## src/rtl/rf_write_arbiter_pkg.sv

```systemverilog
// Shared defaults and request classification for the register-file write arbiter.
package rf_write_arbiter_pkg;

    localparam int DEF_NUM_REQ     = 4;
    localparam int DEF_ADDR_W      = 7;
    localparam int DEF_DATA_W      = 65;
    localparam int DEF_NUM_ENTRIES = 96;
    localparam int CNT_W           = 16;

    // What an accepted request turns into: a real write, or a dropped request.
    typedef enum logic [1:0] {
        REQ_WRITE   = 2'd0,
        REQ_ZERO    = 2'd1,
        REQ_ILLEGAL = 2'd2
    } reqKind_e;

    // Address 0 is the hardwired zero register; anything past the file is illegal.
    function automatic reqKind_e classifyAddr(input logic [31:0] addr,
                                              input logic [31:0] numEntries);
        reqKind_e kind;
        if (addr >= numEntries) begin
            kind = REQ_ILLEGAL;
        end else if (addr == 32'd0) begin
            kind = REQ_ZERO;
        end else begin
            kind = REQ_WRITE;
        end
        return kind;
    endfunction

    // Pointer width that still works for a single requester.
    function automatic int ptrWidth(input int n);
        return (n > 1) ? $clog2(n) : 1;
    endfunction

endpackage

```

## src/rtl/rf_write_arbiter_rr_pick2.sv

```systemverilog
// Round-robin scanner that picks up to two register writes with distinct addresses.
module rr_pick2
    import rf_write_arbiter_pkg::*;
#(
    parameter int NUM_REQ     = DEF_NUM_REQ,
    parameter int ADDR_W      = DEF_ADDR_W,
    parameter int DATA_W      = DEF_DATA_W,
    parameter int NUM_ENTRIES = DEF_NUM_ENTRIES,
    localparam int RR_W       = ptrWidth(NUM_REQ)
) (
    input  logic                       enable_i,
    input  logic [RR_W-1:0]            rr_i,
    input  logic [NUM_REQ-1:0]         valid_i,
    input  logic [NUM_REQ*ADDR_W-1:0]  addr_i,
    input  logic [NUM_REQ*DATA_W-1:0]  data_i,
    output logic [NUM_REQ-1:0]         grant_o,
    output logic                       slot0Valid_o,
    output logic [ADDR_W-1:0]          slot0Addr_o,
    output logic [DATA_W-1:0]          slot0Data_o,
    output logic                       slot1Valid_o,
    output logic [ADDR_W-1:0]          slot1Addr_o,
    output logic [DATA_W-1:0]          slot1Data_o,
    output logic                       anyGrant_o,
    output logic [RR_W-1:0]            nextRr_o,
    output logic                       conflict_o,
    output logic                       illegal_o
);

    logic [RR_W-1:0]    idxSel;
    logic [ADDR_W-1:0]  curAddr;
    reqKind_e           curKind;
    logic               inWindow;
    logic [NUM_REQ-1:0] grant;
    logic               s0Valid;
    logic [ADDR_W-1:0]  s0Addr;
    logic [DATA_W-1:0]  s0Data;
    logic               s1Valid;
    logic [ADDR_W-1:0]  s1Addr;
    logic [DATA_W-1:0]  s1Data;
    logic               anyGrant;
    logic [RR_W-1:0]    nextRr;
    logic               conflict;
    logic               illegal;

    // Walk a doubled index range so every requester index is loop-derived; only the
    // NUM_REQ entries starting at rr are live, and the walk stops once slot 1 is filled.
    always_comb begin
        grant    = '0;
        s0Valid  = 1'b0;
        s0Addr   = '0;
        s0Data   = '0;
        s1Valid  = 1'b0;
        s1Addr   = '0;
        s1Data   = '0;
        anyGrant = 1'b0;
        nextRr   = rr_i;
        conflict = 1'b0;
        illegal  = 1'b0;
        idxSel   = '0;
        curAddr  = '0;
        curKind  = REQ_WRITE;
        inWindow = 1'b0;
        for (int k = 0; k < 2 * NUM_REQ; k++) begin
            idxSel   = RR_W'(k % NUM_REQ);
            curAddr  = addr_i[idxSel * ADDR_W +: ADDR_W];
            curKind  = classifyAddr(32'(curAddr), 32'(NUM_ENTRIES));
            inWindow = (k >= int'(rr_i)) && (k < int'(rr_i) + NUM_REQ);
            if (enable_i && inWindow && !s1Valid && valid_i[idxSel]) begin
                if (curKind != REQ_WRITE) begin
                    grant[idxSel] = 1'b1;
                    anyGrant      = 1'b1;
                    nextRr        = (idxSel == RR_W'(NUM_REQ - 1)) ? '0 : idxSel + RR_W'(1);
                    if (curKind == REQ_ILLEGAL) begin
                        illegal = 1'b1;
                    end
                end else if (!s0Valid) begin
                    grant[idxSel] = 1'b1;
                    anyGrant      = 1'b1;
                    nextRr        = (idxSel == RR_W'(NUM_REQ - 1)) ? '0 : idxSel + RR_W'(1);
                    s0Valid       = 1'b1;
                    s0Addr        = curAddr;
                    s0Data        = data_i[idxSel * DATA_W +: DATA_W];
                end else if (curAddr == s0Addr) begin
                    conflict = 1'b1;
                end else begin
                    grant[idxSel] = 1'b1;
                    anyGrant      = 1'b1;
                    nextRr        = (idxSel == RR_W'(NUM_REQ - 1)) ? '0 : idxSel + RR_W'(1);
                    s1Valid       = 1'b1;
                    s1Addr        = curAddr;
                    s1Data        = data_i[idxSel * DATA_W +: DATA_W];
                end
            end
        end
    end

    assign grant_o      = grant;
    assign slot0Valid_o = s0Valid;
    assign slot0Addr_o  = s0Addr;
    assign slot0Data_o  = s0Data;
    assign slot1Valid_o = s1Valid;
    assign slot1Addr_o  = s1Addr;
    assign slot1Data_o  = s1Data;
    assign anyGrant_o   = anyGrant;
    assign nextRr_o     = nextRr;
    assign conflict_o   = conflict;
    assign illegal_o    = illegal;

endmodule

```

## src/rtl/rf_write_arbiter.sv

```systemverilog
// Register-file writeback arbiter: two registered write ports fed by a round-robin picker.
module rf_write_arbiter
    import rf_write_arbiter_pkg::*;
#(
    parameter int NUM_REQ     = DEF_NUM_REQ,
    parameter int ADDR_W      = DEF_ADDR_W,
    parameter int DATA_W      = DEF_DATA_W,
    parameter int NUM_ENTRIES = DEF_NUM_ENTRIES
) (
    input  logic                       clock,
    input  logic                       reset,
    input  logic                       io_stall,
    input  logic [NUM_REQ-1:0]         io_req_valid,
    input  logic [NUM_REQ*ADDR_W-1:0]  io_req_addr,
    input  logic [NUM_REQ*DATA_W-1:0]  io_req_data,
    output logic [NUM_REQ-1:0]         io_req_ready,
    output logic                       io_write_ports_0_valid,
    output logic [ADDR_W-1:0]          io_write_ports_0_bits_addr,
    output logic [DATA_W-1:0]          io_write_ports_0_bits_data,
    output logic                       io_write_ports_1_valid,
    output logic [ADDR_W-1:0]          io_write_ports_1_bits_addr,
    output logic [DATA_W-1:0]          io_write_ports_1_bits_data,
    output logic                       io_err_addr,
    output logic [CNT_W-1:0]           io_conflict_count
);

    localparam int RR_W = ptrWidth(NUM_REQ);

    logic [RR_W-1:0]    rr_q;
    logic [RR_W-1:0]    rr_d;
    logic               errAddr_q;
    logic               errAddr_d;
    logic [CNT_W-1:0]   conflictCount_q;
    logic [CNT_W-1:0]   conflictCount_d;
    logic               port0Valid_q;
    logic [ADDR_W-1:0]  port0Addr_q;
    logic [DATA_W-1:0]  port0Data_q;
    logic               port1Valid_q;
    logic [ADDR_W-1:0]  port1Addr_q;
    logic [DATA_W-1:0]  port1Data_q;

    logic               pickEnable;
    logic [NUM_REQ-1:0] pickGrant;
    logic               pickS0Valid;
    logic [ADDR_W-1:0]  pickS0Addr;
    logic [DATA_W-1:0]  pickS0Data;
    logic               pickS1Valid;
    logic [ADDR_W-1:0]  pickS1Addr;
    logic [DATA_W-1:0]  pickS1Data;
    logic               pickAnyGrant;
    logic [RR_W-1:0]    pickNextRr;
    logic               pickConflict;
    logic               pickIllegal;

    // Grants are only offered outside reset and while not stalled.
    assign pickEnable = reset & ~io_stall;

    rr_pick2 #(
        .NUM_REQ     (NUM_REQ),
        .ADDR_W      (ADDR_W),
        .DATA_W      (DATA_W),
        .NUM_ENTRIES (NUM_ENTRIES)
    ) uPick (
        .enable_i     (pickEnable),
        .rr_i         (rr_q),
        .valid_i      (io_req_valid),
        .addr_i       (io_req_addr),
        .data_i       (io_req_data),
        .grant_o      (pickGrant),
        .slot0Valid_o (pickS0Valid),
        .slot0Addr_o  (pickS0Addr),
        .slot0Data_o  (pickS0Data),
        .slot1Valid_o (pickS1Valid),
        .slot1Addr_o  (pickS1Addr),
        .slot1Data_o  (pickS1Data),
        .anyGrant_o   (pickAnyGrant),
        .nextRr_o     (pickNextRr),
        .conflict_o   (pickConflict),
        .illegal_o    (pickIllegal)
    );

    assign io_req_ready = pickGrant;

    // Pointer follows the last grant, error flag is sticky, conflict counter saturates.
    always_comb begin
        rr_d            = rr_q;
        errAddr_d       = errAddr_q;
        conflictCount_d = conflictCount_q;
        if (pickAnyGrant) begin
            rr_d = pickNextRr;
        end
        if (pickIllegal) begin
            errAddr_d = 1'b1;
        end
        if (pickConflict && (conflictCount_q != {CNT_W{1'b1}})) begin
            conflictCount_d = conflictCount_q + CNT_W'(1);
        end
    end

    // Register the write ports and arbiter state; reset is synchronous and active-low.
    always_ff @(posedge clock) begin
        if (!reset) begin
            rr_q            <= '0;
            errAddr_q       <= 1'b0;
            conflictCount_q <= '0;
            port0Valid_q    <= 1'b0;
            port0Addr_q     <= '0;
            port0Data_q     <= '0;
            port1Valid_q    <= 1'b0;
            port1Addr_q     <= '0;
            port1Data_q     <= '0;
        end else begin
            rr_q            <= rr_d;
            errAddr_q       <= errAddr_d;
            conflictCount_q <= conflictCount_d;
            port0Valid_q    <= pickS0Valid;
            port0Addr_q     <= pickS0Addr;
            port0Data_q     <= pickS0Data;
            port1Valid_q    <= pickS1Valid;
            port1Addr_q     <= pickS1Addr;
            port1Data_q     <= pickS1Data;
        end
    end

    assign io_write_ports_0_valid     = port0Valid_q;
    assign io_write_ports_0_bits_addr = port0Addr_q;
    assign io_write_ports_0_bits_data = port0Data_q;
    assign io_write_ports_1_valid     = port1Valid_q;
    assign io_write_ports_1_bits_addr = port1Addr_q;
    assign io_write_ports_1_bits_data = port1Data_q;
    assign io_err_addr                = errAddr_q;
    assign io_conflict_count          = conflictCount_q;

endmodule

```

## config.mk

```make
export PLATFORM = sky130hd
export DESIGN_NAME = rf_write_arbiter
export DESIGN_NICKNAME = d
export VERILOG_FILES = /design/src/rtl/rf_write_arbiter_pkg.sv /design/src/rtl/rf_write_arbiter_rr_pick2.sv /design/src/rtl/rf_write_arbiter.sv
export SDC_FILE = /design/constraint.sdc
export NUM_CORES = 1
export LEC_CHECK = 0
export BUFFER_PORTS_ARGS = -buffer_cell sky130_fd_sc_hd__buf_2
export CORE_MARGIN = 3
export CORE_UTILIZATION = 36
export CTS_CLUSTER_DIAMETER = 120
export DETAILED_ROUTE_END_ITERATION = 12
export SLEW_MARGIN = 15
export SYNTH_ARGS = -nofsm -noshare
export SYNTH_HDL_FRONTEND = slang
export SYNTH_SLANG_ARGS = --single-unit
```

## constraint.sdc

```tcl
create_clock -name clock -period 7.47 [get_ports clock]
set_clock_uncertainty 0.15 [all_clocks]
set_input_delay 1.1205 -clock clock [delete_from_list [all_inputs] [get_ports clock]]
set_output_delay 1.1205 -clock clock [all_outputs]
set_load 0.02 [all_outputs]
```

# Word-level counts from Yosys, hierarchy flattened
# Cells that the tools add are included.
[word_totals]
ff_bits = 165
out_inout_bits = 167
elab_cells = 371
inputBits = 295
[op_classes]
n_eq_ne = 12
bitwise_logic = 2
reduce_logical = 40
addsub = 2
mux = 291
magnitude_cmp = 15
[ops]
columns = ["cell", "count"]
rows = [
  ["two-way mux 65 bit", 51],
  ["two-way mux 7 bit", 51],
  ["two-way mux 1 bit", 156],
  ["< comparator 4 x 32 -> 1 bit, first input constant", 4],
  ["two-way mux 2 bit", 33],
  ["< comparator 3 x 32 -> 1 bit, first input constant", 2],
  ["== test 7 bit", 7],
  ["< comparator 1 x 32 -> 1 bit, first input constant", 1],
  ["< comparator 2 x 32 -> 1 bit, first input constant", 1],
  [">= comparator 7 bit, second input constant", 4],
  ["logical NOT 7 bit", 4],
  ["logical AND 1 bit", 26],
  ["adder 16 x 1 -> 16 bit, second input constant", 1],
  ["!= test 16 bit, second input constant", 1],
  ["== test 2 bit, second input constant", 4],
  ["nonzero test 2 bit", 4],
  ["logical NOT 1 bit", 6],
  ["adder 2 x 3 -> 4 bit, second input constant", 1],
  [">= comparator 1 x 2 -> 1 bit, first input constant", 2],
  [">= comparator 2 bit, first input constant", 1],
  ["AND 1 bit", 1],
  ["NOT 1 bit", 1],
]

# Logic depth before layout (Yosys ltp)
# Gate-level depths: netlist of run 1.
[logic_depth]
word_depth = 39
mapped_depth = 18
ltp_nobuf = 12

# Hierarchy
# Synthesis of run 1 repeated with hierarchy kept, for this count alone.
[unflattened]
hier_cells = 1491
hier_area_um2 = 11707.5
[by_module_without_submodules]
columns = ["module", "seq_area_each_um2", "area_each_um2", "cells_each", "instances"]
rows = [
  ["rr_pick2", 0.0, 6857.8, 1082, 1],
  ["rf_write_arbiter", 3303.2, 4849.7, 409, 1],
]

# Worst setup path before layout of run 1
# OpenSTA, ideal clock, no wires.
[synth_path]
path_kind = "in2out"
startpoint = "input io_req_addr[15]"
endpoint = "output io_req_ready[2]"
slack_ns = 1.898
t_required_ns = 6.199
t_arrival_ns = 4.302
cell_stages = 14
n_path_buf = 2
path_cell_list = "buf_4 or4_4 o41ai_4 o22ai_2 or2_0 clkbuf_1 o22ai_1 and3_1 o22a_1 nand4_1 or3b_2 nor2_1 nor2_1 or2_2"
[synth_between]
elab_chain_cells = 24
elab_cells_between_ends = 66
cone_classes = "order compare (1); eq/ne (5); mux (46); reduce/logical (14)"
[synth_rtl]
columns = ["item", "line_no", "text"]
rows = [
  ["from (decl)", "rf_write_arbiter.sv:14", "input logic [NUM_REQ*ADDR_W-1:0] io_req_addr,"],
  ["parallel branches: the longest is 23 deep, another holds >= comparator 7 bit", "--", ""],
  ["two-way mux 1 bit (*)", "rf_write_arbiter_rr_pick2.sv:68", "if (enable_i && inWindow && !s1Valid && valid_i[idxSel]) begin"],
  ["to (decl)", "rf_write_arbiter.sv:16", "output logic [NUM_REQ-1:0] io_req_ready,"],
]
# Every way passes the cells marked *.

# Final worst setup path of run 1
[layout_path]
startpoint = "input io_req_addr[1]"
endpoint = "output io_req_ready[2]"
[layout_between]
elab_chain_cells = 33
elab_cells_between_ends = 83
cone_classes = "order compare (1); eq/ne (6); mux (59); reduce/logical (17)"
[layout_rtl]
columns = ["item", "line_no"]
rows = [
  ["parallel branches: the longest is 32 deep, another holds >= comparator 7 bit", "--"],
  ["two-way mux 1 bit (*)", "rf_write_arbiter_rr_pick2.sv:68"],
]
# Marked as above.

==> flow_metrics.py, run 1 <==
metrics = {
    "run_status": {
        "status": "complete, no violations",
    },
    "drt": {
        "drtIter0Drc": 1432,
        "antenna_left": 0,
        "num_vias": 14100,
        "drcViolationCount": 0,
        "drtPass1Iterations": 6,
        "viasPerCell": 6.18,
        "wl_per_cell_um": 23.4,
        "wirelength_um": 53400,
    },
    "synthesis": {
        "synth-async-reset-ratio": 0,
        "yosysUniqueCellTypes": 80,
        "synth_edf_count": 0,
        "postSynthAreaPerCell_um2": 7.58,
        "ys.flop_type": "dfxtp_1",
        "synth_cells": 1507,
        "ys_warn_count": 0,
        "ys_seq_elements": 165,
        "syn_nets": 1803,
        "mappedNetlistArea_mm2": 0.0114,
        "ys_seq_area_frac": 0.289,
    },
    "worst_setup_path": {
        "crit_chain": "buf_2 > nor4_1 > a211oi_4 > a21oi_1 > and3_2 > a21o_1 > xor2_1 > nor4_1 > a21oi_1 > nand3b_2 > nand4_1 > nor2_1 > or2_2 > buf_2",
        "critPathMaxFanout": 10,
        "worstPathRequired_ps": 6200,
        "cp_slowest_cell": "nor4_1",
        "critical_path.max_stage_delay_ps": 770,
        "critPathTopFamily": "simple AND/OR/NAND/NOR gates",
        "crit_path_start_kind": "input port",
        "crit_type": "input port to primary output",
        "crit_buf_inv": 2,
        "worst_setup_path_end_kind": "primary output",
        "critical_path_arrival_ps": 5650,
    },
    "timing": {
        "hold_violations": 0,
        "finalSetupTns_ps": 0,
        "hold_slack_ps": 344,
        "fmax_mhz": 145,
        "setup_viol": 0,
        "rsz0062_at_grt": "false",
        "post-route-min-period_ps": 6920,
        "setup_ws_ps": 553,
        "relSlewSlack": 0.279,
        "tightestPinTransition_ps": 1080,
        "slew_violations": 0,
        "post-route-period-util": 0.926,
    },
    "power": {
        "leakage_nw": 6.31,
        "power_mw": 2.40,
        "p_per_area_mw_per_mm2": 165,
        "ir_drop_uv": 157,
    },
    "cells_and_area": {
        "design_area_mm2": 0.0145,
        "layout_common_cells": "461 x buf_2, 188 x nor2_1, 182 x nand2_1, 165 x dfxtp_1, 104 x o21ai_0",
        "area_growth_pct": 27.3,
        "final_cells": 2282,
        "layout-drive-gt1-share": 0.335,
        "mostFrequentLayoutCell": "buf_2",
        "layout.nets": 2158,
        "final_core_util": 0.470,
    },
    "clocking": {
        "ctsResizeCount": 0,
        "clock_latency_ps": 450,
        "path_clk_slew_ps": 70,
        "numCtsBuffers": 17,
        "htree_levels": 4,
        "cts_tree": "built",
        "root_buffer": "clkbuf_16",
        "clock_sinks": 165,
        "cts_setup_buffers": 0,
        "cts_buffer_depth": 2,
        "holdBufCountCts": 0,
    },
    "floorplan": {
        "initial_core_util": 0.370,
        "pin_count": 462,
        "die_w_um": 184,
        "die_h_um": 184,
        "core_area_mm2": 0.0309,
        "rows": 64,
        "dieArea_mm2": 0.0339,
    },
    "global_routing": {
        "grt.overflow.total": 0,
        "grt_max_degree": 114,
        "track_usage": 0.299,
        "antenna_found_initial": 10,
        "grt_first_pass_wirelength_um": 79700,
        "grt_pass1_vias": 13400,
    },
    "placed_design": {
        "place_congestion": 0.975,
        "pre_cts_ws_ps": 773,
        "port_buffers": 461,
        "place_area_mm2": 0.0139,
        "dpl.cell_count": 2239,
        "dpl.hpwl_um": 37300,
    },
    "run": {
        "cap_violations": 0,
    },
    "worst_hold_path": {
        "hold_class": "register to register",
    },
}
==> cell type report <==
class / count / area [um2]
Clock buffer: 19 / 453
Antenna cell: 11 / 27.5
Multi-Input combinational cell: 1179 / 7530
Fill cell: 3156 / 16400
Clock inverter: 13 / 118
Sequential cell: 165 / 3300
Inverter: 10 / 37.5
Timing Repair Buffer: 489 / 2580
Tap cell: 396 / 495
==> worst paths after layout <==
path / depth (start not counted) / slack, ps / endpoint / startpoint
max reg2reg: 14 / 2040 / io_write_ports_1_bits_data[16] / rr_q[1]
max: 14 / 550 / io_req_ready[2] / io_req_addr[1]
min reg2reg: 2 / 340 / io_conflict_count[5] / io_conflict_count[5]
min: 2 / 340 / io_conflict_count[5] / io_conflict_count[5]
==> sequential cells by signal (all words and copies together) (netlist names) <==
name,count
io_write_ports_1_valid,1
io_write_ports_1_bits_data,65
io_write_ports_0_valid,1
rr_q,2
io_err_addr,1
io_conflict_count,16
io_write_ports_0_bits_addr,7
io_write_ports_0_bits_data,65
io_write_ports_1_bits_addr,7
==> layer usage <==
metal,global-route usage,vias up,routed length [um],share of wire
li1,-,6441,-,-
met1,0.379,6666,21300,0.40
met2,0.481,864,24800,0.46
met3,0.0797,129,5340,0.10
met4,0.127,2,1990,0.037
met5,0,-,13,0.00024
==> worst register-to-register path: stages, from the launching register on <==
cell,delay [ps]
dfxtp_1,540
nor4bb_1,110
buf_4,180
and2_1,370
a21oi_1,760
nand4_1,340
a31oi_1,400
xnor2_1,160
o21ai_0,120
or4_4,590
nand3b_2,200
and3_1,200
and3_4,460
buf_4,360
mux2_2,390
==> synth_stat cells (3+ instances only) <==
cell type,n,area share
nor2_1,190,0.062
nand2_1,183,0.060
dfxtp_1,165,0.29
clkbuf_1,119,0.039
o21ai_0,105,0.046
a21oi_1,100,0.044
a31oi_1,73,0.040
a221oi_1,71,0.054
mux2_2,71,0.070
a221o_1,68,0.060
a22oi_1,67,0.044
nand3_1,25,0.011
buf_2,16,0.0070
xnor2_1,16,0.012
xor2_1,14,0.011
or4_1,13,0.0085
nor3_1,12,0.0053
o31ai_1,11,0.0072
and3_1,10,0.0055
buf_4,10,0.0066
inv_1,10,0.0033
nand4_1,10,0.0055
and2_1,8,0.0044
o211ai_1,8,0.0053
a211oi_1,7,0.0046
buf_1,7,0.0023
mux2i_1,7,0.0061
nand2b_1,7,0.0038
nand3b_1,7,0.0046
o22ai_1,7,0.0038
or3_1,6,0.0033
a31o_2,5,0.0038
nor2b_1,4,0.0022
o2111ai_1,4,0.0031
or2_2,4,0.0022
nand4b_1,3,0.0023
nor4_1,3,0.0016
o311ai_0,3,0.0023
o31a_1,3,0.0023
or4_4,3,0.0030
==> power breakdown <==
group,switching (mW),leakage [nW],internal (mW)
combinational,0.356,4.70,0.210
clock,0.425,0.270,0.452
sequential,0.0195,1.35,0.936
==> cells by family after synthesis <==
| logic type | count (synthesis) | synth area share |
|---|---|---|
| flops | 165 | 0.289 |
| buf+inv | 163 | 0.0592 |
| xor+xnor | 30 | 0.0230 |
| compound gates | 569 | 0.353 |
| mux | 78 | 0.0761 |
| simple gates | 501 | 0.198 |
| fa+ha+maj | 1 | 0.00109 |
(Power assumes the default switching activity.)
==> run 2, diff against run 1 <==
- CTS_BUF_LIST: unset -> sky130_fd_sc_hd__clkbuf_8
- PLACE_DENSITY: unset -> 0.65
==> run 2 against run 1 <==
Effect of this change: combinational power about the same; highest routed layer unchanged; sequential cell count unchanged; critical path type unchanged; sequential power about the same.
==> flow_metrics.py, run 2 (synthesized netlist as in run 1, its figures left out) <==
metrics = {
    "clocking": {
        "clock_latency_ps": 500,
        "clock_sinks": 165,
        "cts_tree": "built",
        "root_buffer": "clkbuf_8",
        "cts_buffer_depth": 2,
        "htree_levels": 4,
        "numCtsBuffers": 17,
        "cts_setup_buffers": 0,
        "path_clk_slew_ps": 100,
        "holdBufCountCts": 0,
        "ctsResizeCount": 0,
    },
    "drt": {
        "wl_per_cell_um": 23.4,
        "wirelength_um": 53300,
        "drtIter0Drc": 1430,
        "drcViolationCount": 0,
        "viasPerCell": 6.26,
        "antenna_left": 0,
        "num_vias": 14300,
        "drtPass1Iterations": 6,
    },
    "floorplan": {
        "rows": 64,
        "core_area_mm2": 0.0309,
        "die_h_um": 184,
        "die_w_um": 184,
        "initial_core_util": 0.370,
        "dieArea_mm2": 0.0339,
        "pin_count": 462,
    },
    "timing": {
        "setup_ws_ps": 755,
        "slew_violations": 0,
        "hold_slack_ps": 344,
        "fmax_mhz": 149,
        "post-route-period-util": 0.899,
        "tightestPinTransition_ps": 1070,
        "setup_viol": 0,
        "relSlewSlack": 0.285,
        "finalSetupTns_ps": 0,
        "post-route-min-period_ps": 6720,
        "hold_violations": 0,
        "rsz0062_at_grt": "false",
    },
    "cells_and_area": {
        "final_cells": 2281,
        "layout.nets": 2161,
        "design_area_mm2": 0.0144,
        "area_growth_pct": 25.6,
        "mostFrequentLayoutCell": "buf_2",
        "layout_common_cells": "461 x buf_2, 188 x nor2_1, 182 x nand2_1, 165 x dfxtp_1, 104 x o21ai_0",
        "final_core_util": 0.464,
        "layout-drive-gt1-share": 0.336,
    },
    "global_routing": {
        "track_usage": 0.297,
        "grt_pass1_vias": 13400,
        "antenna_found_initial": 10,
        "grt_max_degree": 93,
        "grt.overflow.total": 0,
        "grt_first_pass_wirelength_um": 79400,
    },
    "worst_setup_path": {
        "rr_startpoint": "rr_q[1]",
        "critical_path_arrival_ps": 5440,
        "rr_endpoint": "io_write_ports_1_bits_addr[2]",
        "crit_type": "input port to primary output",
        "worst_setup_path_end_kind": "primary output",
        "rrSetupSlack_ps": 1910,
        "worstPathRequired_ps": 6200,
        "crit_path_start_kind": "input port",
        "critPathMaxFanout": 10,
        "reg2regPathDepth": 15,
    },
    "power": {
        "ir_drop_uv": 90.6,
        "leakage_nw": 6.25,
        "p_per_area_mw_per_mm2": 153,
        "power_mw": 2.20,
    },
    "run_status": {
        "status": "complete, no violations",
    },
    "worst_hold_path": {
        "hold_start": "io_conflict_count[1]",
        "min_to": "io_conflict_count[1]",
        "holdPathStages": 2,
        "hold_class": "register to register",
    },
    "placed_design": {
        "pre_cts_ws_ps": 856,
        "dpl.hpwl_um": 37500,
        "place_area_mm2": 0.0140,
        "dpl.cell_count": 2242,
        "place_congestion": 0.987,
        "port_buffers": 461,
    },
    "run": {
        "cap_violations": 0,
    },
}
## run 2: final cells by class
cell class	count	area [um2]
diodes	7	17.5
clock buffers	17	234
clock inverters	15	145
fillers	3204	16600
inverters	10	37.5
multi-input cells	1179	7530
flip-flops and latches	165	3300
well taps	396	495
repair buffers	492	2590
## run 2: worst max-delay path: stages
cell and delay (ps):
buf_2 180, or4_4 570, o211ai_2 530, o21ai_2 320, nor4_4 730, nand2_1 170
a21boi_0 210, o22a_1 180, nand4_1 210, or3b_2 540, nor2_1 120, nor2_1 100
or2_2 280, buf_2 160
## run 2: worst max-delay path by stage
stage / from / end / slack, ps / depth (start not counted)
2_1_floorplan: io_req_addr[15] / io_req_ready[2] / 1900 / 14
3_3_place_gp: io_req_addr[1] / io_req_ready[2] / 930 / 14
3_5_place_dp: io_req_addr[1] / io_req_ready[2] / 860 / 14
4_1_cts: io_req_addr[1] / io_req_ready[2] / 850 / 14
5_1_grt: reset / io_req_ready[2] / 530 / 14
6_report: io_req_addr[1] / io_req_ready[2] / 750 / 14
## run 2: routing by layer
| metal | vias to the layer above | routed length, um | GRT usage |
|---|---|---|---|
| met1 | 6722 | 21000 | 0.376 |
| met2 | 937 | 24200 | 0.468 |
| met4 | 8 | 2420 | 0.140 |
| li1 | 6449 | - | - |
| met3 | 168 | 5650 | 0.0862 |
| met5 | - | 42 | 0 |
## run 2: where the power goes
part	leakage (nW)	internal (mW)	switching, mW
Clock	0.202	0.274	0.405
Sequential	1.35	0.936	0.0198
Combinational	4.70	0.211	0.354
